===== src/rtl/scale_phase_ctrl_if.sv =====
// Handshake/configuration bundle between a line-start client and scale_phase_ctrl.
// The controller side takes the slave modport; the client takes the master modport.
interface scale_phase_ctrl_if #(
  parameter int STEP       = 4096,
  parameter int PIX_W      = 12,
  parameter int STEP_INT_W = 4
);
  localparam int FRAC   = $clog2(STEP);
  localparam int DX_W   = $clog2(STEP / 2);
  localparam int STEP_W = FRAC + STEP_INT_W;

  logic              start;
  logic [STEP_W-1:0] cfg_step;
  logic [PIX_W-1:0]  cfg_dst_w;
  logic [DX_W-1:0]   dx;
  logic [PIX_W-1:0]  src_x;
  logic              o_valid;
  logic              o_last;
  logic              o_ready;
  logic              busy;
  logic              done;

  modport master (
    output start, cfg_step, cfg_dst_w, o_ready,
    input  dx, src_x, o_valid, o_last, busy, done
  );

  modport slave (
    input  start, cfg_step, cfg_dst_w, o_ready,
    output dx, src_x, o_valid, o_last, busy, done
  );
endinterface


===== src/rtl/scale_phase_ctrl.sv =====
// Horizontal phase sequencer: steps a fixed-point accumulator per output pixel and
// emits ROM address dx (stage 1) plus src_x/o_valid/o_last (stage 2) with backpressure.
module scale_phase_ctrl #(
  parameter int STEP       = 4096,
  parameter int PIX_W      = 12,
  parameter int STEP_INT_W = 4
) (
  input  logic               clk,
  input  logic               rst,
  scale_phase_ctrl_if.slave  bus
);
  localparam int FRAC   = $clog2(STEP);
  localparam int DX_W   = $clog2(STEP / 2);
  localparam int ACC_W  = PIX_W + FRAC;
  localparam int STEP_W = FRAC + STEP_INT_W;

  typedef enum logic [1:0] {IDLE, RUN, DRAIN} state_e;

  state_e            state_q;
  logic [ACC_W-1:0]  acc_q;
  logic [STEP_W-1:0] step_q;
  logic [PIX_W-1:0]  dst_w_q;
  logic [PIX_W-1:0]  cnt_q;
  logic [DX_W-1:0]   dx_q;
  logic [PIX_W-1:0]  s1_x_q;
  logic              s1_v_q;
  logic              s1_last_q;
  logic [PIX_W-1:0]  src_x_q;
  logic              o_valid_q;
  logic              o_last_q;
  logic              busy_q;
  logic              done_q;

  logic en;
  logic last_issue;
  logic last_hs;

  assign en         = !o_valid_q || bus.o_ready;
  assign last_issue = (cnt_q == dst_w_q - PIX_W'(1));
  assign last_hs    = o_valid_q && bus.o_ready && o_last_q;

  // NOTE: every register, config latches included, is cleared by the async reset so an
  // aborted line leaves nothing behind; all state updates are non-blocking.
  always_ff @(posedge clk or posedge rst) begin
    if (rst) begin
      state_q   <= IDLE;
      acc_q     <= '0;
      step_q    <= '0;
      dst_w_q   <= '0;
      cnt_q     <= '0;
      dx_q      <= '0;
      s1_x_q    <= '0;
      s1_v_q    <= 1'b0;
      s1_last_q <= 1'b0;
      src_x_q   <= '0;
      o_valid_q <= 1'b0;
      o_last_q  <= 1'b0;
      busy_q    <= 1'b0;
      done_q    <= 1'b0;
    end else begin
      done_q <= 1'b0;

      if (en) begin
        o_valid_q <= s1_v_q;
        src_x_q   <= s1_x_q;
        o_last_q  <= s1_last_q;
      end

      case (state_q)
        IDLE: begin
          if (bus.start) begin
            if (bus.cfg_dst_w == '0) begin
              done_q <= 1'b1;
            end else begin
              // Pixel 0 issues on the accepting edge: acc starts at 0, so the next phase is step.
              step_q    <= bus.cfg_step;
              dst_w_q   <= bus.cfg_dst_w;
              dx_q      <= '0;
              s1_x_q    <= '0;
              s1_v_q    <= 1'b1;
              s1_last_q <= (bus.cfg_dst_w == PIX_W'(1));
              acc_q     <= ACC_W'(bus.cfg_step);
              cnt_q     <= PIX_W'(1);
              busy_q    <= 1'b1;
              state_q   <= (bus.cfg_dst_w == PIX_W'(1)) ? DRAIN : RUN;
            end
          end
        end

        RUN: begin
          if (en) begin
            dx_q      <= acc_q[FRAC-1:1];
            s1_x_q    <= acc_q[ACC_W-1:FRAC];
            s1_v_q    <= 1'b1;
            s1_last_q <= last_issue;
            acc_q     <= acc_q + ACC_W'(step_q);
            cnt_q     <= cnt_q + PIX_W'(1);
            if (last_issue) state_q <= DRAIN;
          end
        end

        DRAIN: begin
          if (en) s1_v_q <= 1'b0;
          if (last_hs) begin
            busy_q  <= 1'b0;
            done_q  <= 1'b1;
            state_q <= IDLE;
          end
        end

        default: state_q <= IDLE;
      endcase
    end
  end

  assign bus.dx      = dx_q;
  assign bus.src_x   = src_x_q;
  assign bus.o_valid = o_valid_q;
  assign bus.o_last  = o_last_q;
  assign bus.busy    = busy_q;
  assign bus.done    = done_q;
endmodule


===== src/flat_wrapper.sv =====
// flat-port wrapper written by rule: the top's interface ports become plain ports
module scale_phase_ctrl_flat 
#(
  parameter int STEP       = 4096,
  parameter int PIX_W      = 12,
  parameter int STEP_INT_W = 4
)
  (clk, rst, bus_start, bus_cfg_step, bus_cfg_dst_w, bus_o_ready, bus_dx, bus_src_x, bus_o_valid, bus_o_last, bus_busy, bus_done);
  scale_phase_ctrl_if #(.STEP(STEP), .PIX_W(PIX_W), .STEP_INT_W(STEP_INT_W)) bus_i ();
  input  logic clk;
  input  logic rst;
  input wire logic [$bits(bus_i.start)-1:0] bus_start;
  input wire logic [$bits(bus_i.cfg_step)-1:0] bus_cfg_step;
  input wire logic [$bits(bus_i.cfg_dst_w)-1:0] bus_cfg_dst_w;
  input wire logic [$bits(bus_i.o_ready)-1:0] bus_o_ready;
  output wire logic [$bits(bus_i.dx)-1:0] bus_dx;
  output wire logic [$bits(bus_i.src_x)-1:0] bus_src_x;
  output wire logic [$bits(bus_i.o_valid)-1:0] bus_o_valid;
  output wire logic [$bits(bus_i.o_last)-1:0] bus_o_last;
  output wire logic [$bits(bus_i.busy)-1:0] bus_busy;
  output wire logic [$bits(bus_i.done)-1:0] bus_done;
  assign bus_i.start = bus_start;
  assign bus_i.cfg_step = bus_cfg_step;
  assign bus_i.cfg_dst_w = bus_cfg_dst_w;
  assign bus_i.o_ready = bus_o_ready;
  assign bus_dx = bus_i.dx;
  assign bus_src_x = bus_i.src_x;
  assign bus_o_valid = bus_i.o_valid;
  assign bus_o_last = bus_i.o_last;
  assign bus_busy = bus_i.busy;
  assign bus_done = bus_i.done;
  scale_phase_ctrl #(.STEP(STEP), .PIX_W(PIX_W), .STEP_INT_W(STEP_INT_W)) u_core (.clk(clk), .rst(rst), .bus(bus_i));
endmodule

===== config.mk =====
export PLATFORM = sky130hd
export DESIGN_NAME = scale_phase_ctrl_flat
export DESIGN_NICKNAME = d
export VERILOG_FILES = /design/src/rtl/scale_phase_ctrl_if.sv /design/src/rtl/scale_phase_ctrl.sv /design/src/flat_wrapper.sv
export SDC_FILE = /design/constraint.sdc
export NUM_CORES = 1
export LEC_CHECK = 0
export CAP_MARGIN = 40
export CELL_PAD_IN_SITES_DETAIL_PLACEMENT = 1
export CELL_PAD_IN_SITES_GLOBAL_PLACEMENT = 2
export CORE_MARGIN = 10
export CORE_UTILIZATION = 35
export CTS_CLUSTER_SIZE = 24
export DETAILED_ROUTE_END_ITERATION = 10
export GPL_ROUTABILITY_DRIVEN = 0
export PLACE_DENSITY = 0.79
export SLEW_MARGIN = 20
export SYNTH_ARGS = -nofsm -noshare
export SYNTH_HDL_FRONTEND = slang
export SYNTH_SLANG_ARGS = --single-unit

===== constraint.sdc =====
create_clock -name clk -period 3.7 [get_ports clk]
set_clock_uncertainty 0.05 [all_clocks]
set_input_delay 0.555 -clock clk [delete_from_list [all_inputs] [get_ports clk]]
set_output_delay 0.555 -clock clk [all_outputs]
set_load 0.1 [all_outputs]

# Word-level counts from Yosys, hierarchy flattened
# Cells that the tools add are included.
[totals]
input_bits = 32
wordCells = 80
register_bits = 107
output_inout_bits = 27
[classes]
n_reduce_logical = 14
add_sub_neg = 3
bitwise = 1
eq_ne = 10
mux = 38
[op_table]
columns = ["cell", "n"]
rows = [
  ["$mux 12", 6],
  ["$mux 24", 3],
  ["$pmux 12 s2", 2],
  ["$pmux 24 s2", 1],
  ["$mux 11", 3],
  ["$add 24x16->24", 1],
  ["$pmux 11 s2", 1],
  ["$add 12x1->12 const B", 1],
  ["$eq 12x1->1 const B", 1],
  ["$eq 12x12->1", 1],
  ["$logic_not 12->1", 1],
  ["$mux 2", 6],
  ["$sub 12x1->12 const B", 1],
  ["$mux 1", 11],
  ["$reduce_and 5->1", 2],
  ["$ne 2x1->1 const B", 4],
  ["$reduce_and 4->1", 2],
  ["$pmux 1 s2", 3],
  ["$pmux 2 s3", 1],
  ["$ne 2x2->1 const B", 2],
  ["$reduce_bool 2->1", 2],
  ["$pmux 1 s3", 1],
  ["$reduce_and 3->1", 1],
  ["$reduce_bool 3->1", 1],
  ["7 further kinds", 8],
]

# Longest topological paths before layout
# Gate-level depths: netlist (run 1).
[logic_depth]
ltp_word = 5
mapped_depth = 9
depth_no_buf = 9

# Worst setup path before layout (run 1)
# No wires, ideal clock.
[synth_path]
kind = "flip-flop to flip-flop"
start = "reg u_core.step_q[0]"
end = "reg u_core.acc_q[20]"
required_ps = 3571
period_less_slack_ps = 2546
t_arrival_ps = 2417
setup_time_ps = 79
path_buffers = 0
path_slack_ps = 1154
path_stages_with_launch = 10
path_cell_list = "dfrtp_1 > ha_1 > fa_1 > a21o_1 > a221oi_1 > a21oi_1 > a41oi_1 > o21ai_0 > nand3_1 > mux2i_1"
[synth_via]
elab_chain_len = 3
[synth_lines]
columns = ["element", "line_no", "rtl"]
rows = [
  ["start: declaration", "scale_phase_ctrl.sv:21", "logic [STEP_W-1:0] step_q;"],
  ["start signal: assignment", "scale_phase_ctrl.sv:76", "step_q <= bus.cfg_step;"],
  ["$add 24x16->24", "scale_phase_ctrl.sv:96", "acc_q <= acc_q + ACC_W'(step_q);"],
  ["$mux 24", "scale_phase_ctrl.sv:91", "if (en) begin"],
  ["$pmux 24 s2", "scale_phase_ctrl.sv:69", "case (state_q)"],
  ["end signal: assignment", "scale_phase_ctrl.sv:82", "acc_q <= ACC_W'(bus.cfg_step);"],
  ["end signal: assignment", "scale_phase_ctrl.sv:96", ""],
  ["end: declaration", "scale_phase_ctrl.sv:20", "logic [ACC_W-1:0] acc_q;"],
]
# No other way between the ends. The select of a mux whose other input is x is not followed.
# A chain may end at the register's enable or synchronous reset.

# Final worst setup path (run 1)
# Same ends and word-level chain as after synthesis.

==> results.md, run 1 <==
- Routed WL: 16100 um
- Post-Syn Nets: 644
- Htree depth: 3
- # clock sinks: 107
- Fin worst setup slack: 0.570 ns
- Status: complete, no violations
- All-Layer GR Usage: 15.4%
- Fin area: 7050 um^2
- CTS max path bufs: 2
- Worst hold stages: 2
- Core Footprint: 15300 um^2
- Via count: 4656
- Pre-Repair DR Iteration Count: 4
- Worst Reg-to-Reg Cells: 9
- Worst vdd ir: 0.000479 V
- Nature of the critical path endpoint: register
- Clk root buf: clkbuf_16
- Setup WS pre-CTS: 0.480 ns
- Met2 GRT Util: 26.2%
- Cts repair resizes: 0
- Die extent in x: 145 um
- Leak pwr: 3.25 nW
- Post-CTS Hold Buffers: 0
- Share of layout cells above drive strength 1: 10.1%
- Worst-path fanout max: 4
- Fillcell total: 1735
- Setup TNS: 0 ns
- GR peak layer: met2
- Number of I/O port buffers: 58
- Placed instance area: 6760 um^2
- Initial Util: 35.8%
- Met3 Use GR: 2.86%
- Worst Tran Pin Value: 0.874 ns
- Met1 GRT Util: 19.1%
- Initial antenna violation count: 0
- Layout Cells excl Fill: 887
- Dominant synthesized flop cell: dfrtp_1
- Drt drc: 0
- Setup bufs post-CTS: 0
- Mean post-synth cell area: 9.22 um^2
- WS Path Type: register to register
- Post-synthesis cell count: 593
- Crit start category: register
- FF+latch count, synth: 107
- Seq/Total Area, Yosys: 49.0%
- Leading cell type in the layout, fill and taps excluded: nand2_1
- Nets: 722
- Ys async rst share: 100%
- Core Rows: 45
- CTS Buf Count: 9
- Synthesized cell area: 5470 um^2
- Yosys warnings: 0
- Clock transition at the registers of the reported paths: 0.07 ns
- Worst hold path class: register to register
- Worst skew pair latency: 0.36 ns
- DR iter-0 viols: 241
- Final Hold Violating Endpoints: 0
- Gr ovfl total: 0
- CTS tree: built
- ANT nets after route: 0
- Antenna diodes: 0
- CP required: 3.93 ns
- Die Footprint: 21000 um^2
- Design Power: 6.33 mW
- Die Y: 145 um
- Period utilisation layout: 84.6%
- Final setup viols: 0
- Largest net degree at the start of global routing: 55
- F_max: 0.319 GHz
- First-pass GRT wire length: 27200 um
- EDFF count, synth: 0
- Max-slew headroom: 40.2%
- Vias in the first global route: 5089
- DP HPWL: 11700 um
- IO Pins: 59
- Most frequent cells in the layout: nand2_1 (153), dfrtp_1 (107), clkdlybuf4s50_1 (58), a21oi_1 (34), nor2_1 (28)
- Pwr/cell area: 898 nW/um^2
- Library cells used by synthesis: 53
- Post-layout minimum cycle time: 3.13 ns
- Syn-to-layout area delta: 29.0%
- WHS: 0.418 ns
- Vias per cell: 5.25
- Fin util: 46.2%
- Max Slew Vio Count: 0
- RSZ-0062 raised after global routing: no
- Crit path DAT: 3.36 ns
- Dpl cells: 870
- WL per Instance: 18.2 um
- Max-cap viol count: 0
## power breakdown
| part | switching (mW) | internal (mW) | total [mW] |
|---|---|---|---|
| Clock | 0.469 | 0.483 | 0.953 |
| Combinational | 2.00 | 1.39 | 3.39 |
| Sequential | 0.404 | 1.58 | 1.98 |
## cell usage after synthesis (3+ instances only)
cell      instances  share of area, %
ha_1             18               4.1
xor2_1           14               2.2
inv_1             7              0.48
o21ai_0          23               2.1
nor4_1            4              0.46
o211ai_1          6              0.82
a41oi_1           3              0.48
mux2i_1           9               1.6
o21a_1            3              0.41
o31ai_1           3              0.41
nor2_1           30               2.1
dfrtp_1         107                49
a22o_1           23               3.7
or3_1            10               1.1
and3_1           11               1.3
nand4_1           4              0.46
nand2b_1          7              0.80
a31oi_1           7              0.80
clkbuf_1         27               1.9
xnor2_1          13               2.1
a21oi_1          34               3.1
nand2_1         153                11
a21o_1            8               1.1
o21bai_1          3              0.41
nor3_1           12               1.1
nor2b_1           4              0.46
nand3_1          16               1.5
buf_1             3              0.21
or4_1             3              0.41
## worst max-delay path, cell delays in order, from the launching register on
cell and delay [ns]:
dfrtp_1 0.40, ha_1 0.23, fa_1 0.41, a21o_1 0.19, a221oi_1 0.54, a21oi_1 0.20, a41oi_1 0.35, o21ai_0 0.30
nand3_1 0.19, mux2i_1 0.21
## area by class of cell
| cell class | count | area [um^2] | share of cell area (%) |
|---|---|---|---|
| Clock inverter | 6 | 46.3 | 0.657 |
| Multi-Input combinational cell | 447 | 2670 | 37.8 |
| Timing Repair Buffer | 99 | 1130 | 16.0 |
| Sequential cell | 107 | 2680 | 38.0 |
| Inverter | 7 | 28.8 | 0.408 |
| Tap cell | 211 | 264 | 3.75 |
| Clock buffer | 10 | 239 | 3.39 |
## layer usage
metal	vias up	share of wire, %
met5	-	0
met4	0	1.5
met3	18	2.6
met2	51	49
met1	2349	46
li1	2238	-
## sequential cells by signal (all words and copies together) (netlist names)
signal / flops
u_core.acc_q: 24
u_core.bus.busy: 1
u_core.bus.done: 1
u_core.bus.dx: 11
u_core.bus.o_last: 1
u_core.bus.o_valid: 1
u_core.bus.src_x: 12
u_core.cnt_q: 12
u_core.dst_w_q: 12
u_core.s1_last_q: 1
u_core.s1_v_q: 1
u_core.s1_x_q: 12
u_core.state_q: 2
u_core.step_q: 16
## final timing paths
path                                                  from                              end  slack (ns)
setup / recovery              u_core.step_q[0]$_DFFE_PP0P_     u_core.acc_q[20]$_DFFE_PP0P_        0.57
hold / removal             u_core.bus.src_x[8]$_DFFE_PP0N_  u_core.bus.src_x[8]$_DFFE_PP0N_        0.42
setup reg to reg              u_core.step_q[0]$_DFFE_PP0P_     u_core.acc_q[20]$_DFFE_PP0P_        0.57
hold reg to reg            u_core.bus.src_x[8]$_DFFE_PP0N_  u_core.bus.src_x[8]$_DFFE_PP0N_        0.42
max in group asynchronous                              rst     u_core.acc_q[12]$_DFFE_PP0P_        2.22
min in group asynchronous                              rst     u_core.step_q[3]$_DFFE_PP0P_        0.61
## logic make-up (layout without fill, tap and decap cells)
group	after synthesis	count (layout)	synth area share [%]
buffers and inverters	39	122	2.72
muxes	9	9	1.65
and+or+nand+nor	260	260	21.0
adders and majority gates	19	19	4.49
AOI/OAI and AO/OA	132	132	16.8
DFF	107	107	49.0
xor gates and xnor gates	27	27	4.33
No activity file was read; power rests on OpenSTA's default activity.
==> run 2, diff against run 1 <==
--- a/config.mk
+++ b/config.mk
@@ -9,11 +9,11 @@
 export CELL_PAD_IN_SITES_DETAIL_PLACEMENT = 1
 export CELL_PAD_IN_SITES_GLOBAL_PLACEMENT = 2
 export CORE_MARGIN = 10
-export CORE_UTILIZATION = 35
+export CORE_UTILIZATION = 32
 export CTS_CLUSTER_SIZE = 24
 export DETAILED_ROUTE_END_ITERATION = 10
 export GPL_ROUTABILITY_DRIVEN = 0
-export PLACE_DENSITY = 0.79
+export PLACE_DENSITY = 0.76
 export SLEW_MARGIN = 20
 export SYNTH_ARGS = -nofsm -noshare
 export SYNTH_HDL_FRONTEND = slang
==> constraint.sdc (replaced) <==
create_clock -name clk -period 2.6 [get_ports clk]
set_clock_uncertainty 0.05 [all_clocks]
set_input_delay 0.39 -clock clk [delete_from_list [all_inputs] [get_ports clk]]
set_output_delay 0.39 -clock clk [all_outputs]
set_load 0.1 [all_outputs]
==> results.md, run 2 (same netlist as run 1, synthesis figures left out) <==
- Status: complete, no violations
- Die Y: 151 um (+3.9%)
- Max reg flops: 24 (unchanged)
- Initial antenna violation count: 0 (unchanged)
- WHS: 0.421 ns (+0.00256 ns)
- Largest Register: u_core.acc_q
- F_max: 0.398 GHz (+25%)
- CP peak stage delay: 0.39 ns (-0.15 ns)
- ANT nets after route: 0 (unchanged)
- Fin worst setup slack: 0.0886 ns (-0.481 ns)
- Worst hold path class: register to register
- Crit path DAT: 2.75 ns (-0.61 ns)
- Gr ovfl total: 0 (unchanged)
- CTS tree: built
- Fin area: 6910 um^2 (-1.9%)
- First-pass GRT wire length: 26600 um (-1.9%)
- Pwr/cell area: 1340 nW/um^2 (+49%)
- Vias per cell: 5.17 (-1.5%)
- Post-CTS Hold Buffers: 0 (unchanged)
- Die Footprint: 22700 um^2 (+8.1%)
- DR iter-0 viols: 202 (-16%)
- Pre-Repair DR Iteration Count: 4 (unchanged)
- Dpl cells: 876 (+0.69%)
- Share of layout cells above drive strength 1: 15.9% (+5.9 points)
- CTS Buf Count: 9 (unchanged)
- Syn-to-layout area delta: 26.5%
- Fillcell total: 1910 (+10%)
- Final Hold Violating Endpoints: 0 (unchanged)
- Largest net degree at the start of global routing: 45 (-18%)
- Initial Util: 32.8% (-3.0 points)
- Slowest cell on the critical path: dfrtp_1
- # clock sinks: 107 (unchanged)
- Crit start category: register
- Largest regs: u_core.acc_q: 24 flops, u_core.step_q: 16 flops
- Placed instance area: 6470 um^2 (-4.3%)
- Leading cell type in the layout, fill and taps excluded: nand2_1
- Core Footprint: 16600 um^2 (+9.1%)
- Setup WS pre-CTS: -0.190 ns (-0.670 ns)
- Core Rows: 47 (+4.4%)
- Crit. Startpoint: u_core.step_q[0]$_DFFE_PP0P_
- CP dominant cell by count: buf_4
- Clk root buf: clkbuf_16
- Worst hold start: u_core.bus.src_x[7]$_DFFE_PP0N_
- Nature of the critical path endpoint: register
- Origin of the critical flop-to-flop path: u_core.step_q[0]$_DFFE_PP0P_
- CP required: 2.84 ns (-1.09 ns)
- Layout Cells excl Fill: 898 (+1.2%)
- DP HPWL: 11600 um (-1.6%)
- Max Slew Vio Count: 0 (unchanged)
- IO Pins: 59 (unchanged)
- WL per Instance: 18.0 um (-1.0%)
- CTS max path bufs: 2 (unchanged)
- Nets: 724 (+0.28%)
- Cells along the critical path: ha_2 > fa_2 > a21o_1 > a221oi_2 > buf_4 > a21oi_2 > a41oi_2 > buf_4 > o21ai_2 > nand3_1 > mux2i_1
- Drt drc: 0 (unchanged)
- Post-layout minimum cycle time: 2.51 ns (-0.619 ns)
- Htree depth: 3 (unchanged)
- CP delay by family, top: compound AO/OA/AOI/OAI gates
- Worst-path fanout max: 4 (unchanged)
- Max-slew headroom: 53.8% (+14 points)
- Worst vdd ir: 0.000708 V (+48%)
- Via count: 4642 (-0.30%)
- Clock transition at the registers of the reported paths: 0.08 ns (about the same)
- Worst skew pair latency: 0.36 ns (about the same)
- Max-cap viol count: 0 (unchanged)
- Worst Tran Pin Value: 0.691 ns (-0.183 ns)
- Die extent in x: 151 um (+3.9%)
- Number of I/O port buffers: 58 (unchanged)
- WS Path Type: register to register
- Antenna diodes: 0 (unchanged)
- Buf/Inv on CP: 2 (+2)
- Leak pwr: 3.24 nW (-0.20%)
- Most frequent cells in the layout: nand2_1 (153), dfrtp_1 (107), buf_4 (68), a21oi_1 (32), clkdlybuf4s50_1 (31)
- Final setup viols: 0 (unchanged)
- Vias in the first global route: 5023 (-1.3%)
- Period utilisation layout: 96.6% (+12 points)
- Routed WL: 16100 um (+0.21%)
- All-Layer GR Usage: 14.5% (-0.90 points)
## run 2: cell count changes in the layout (fill, tap and decap cells not counted), sizes merged
cell	change
bufinv	+2
clkdlybuf4s50	-27
buf	+29
inv	-2
## run 2: final timing paths
path,depth (start not counted),endpoint,slack [ns]
max,11,u_core.acc_q[22]$_DFFE_PP0P_,0.09
min,2,u_core.bus.src_x[7]$_DFFE_PP0N_,0.42
max reg2reg,11,u_core.acc_q[22]$_DFFE_PP0P_,0.09
min reg2reg,2,u_core.bus.src_x[7]$_DFFE_PP0N_,0.42
max in group asynchronous,3,u_core.bus.src_x[8]$_DFFE_PP0N_,1.41
min in group asynchronous,2,u_core.bus.dx[7]$_DFFE_PP0P_,0.43
## run 2: what timing repair did
| item | CTS | global route |
|---|---|---|
| resized for setup | 9 | 9 |
| pin swaps | 0 | 8 |
| setup buffers | 0 | 6 |
| setup endpoints to repair | 10 | 14 |
| gates cloned | 0 | 0 |
## run 2: routing by layer
metal	wire length (um)	part of all wire (%)	track usage, %
met1	7350	46	18.3
met2	8040	50	24.7
met3	535	3.3	2.79
met4	204	1.3	4.23
met5	0	0	0
## run 2: per-stage QoR
stage	utilization (%)	setup TNS (ns)	power [mW]
global route	41.5	-0.107	9.96
CTS	41.1	-0.0124	9.14
finish	41.5	0	9.24
global placement	38.9	-0.979	7.27
detailed placement	38.9	-1.10	7.41
floorplan	-	0	6.08
## run 2: cell type report
class                      count  area [um^2]  share of cell area [%]
timing repair buffer         101          861                    12.5
clock buffer                  10          229                    3.31
multi-input combinational    447         2730                    39.5
tap                          220          275                    3.98
clock inverter                 6          108                    1.56
sequential                   107         2680                    38.7
inverter                       7         30.0                   0.434
## run 2: worst register-to-register path, stage by stage (launching register included)
cell      delay [ns]
dfrtp_1         0.39
ha_2            0.21
fa_2            0.36
a21o_1          0.22
a221oi_2        0.22
buf_4           0.16
a21oi_2         0.07
a41oi_2         0.25
buf_4           0.15
o21ai_2         0.08
nand3_1         0.11
mux2i_1         0.19
## run 2: power by group
group          switching [mW]  internal [mW]  total (mW)
Combinational            2.97           1.93        4.90
Sequential              0.507           2.25        2.76
Clock                   0.709          0.871        1.58
Total                    4.19           5.05        9.24
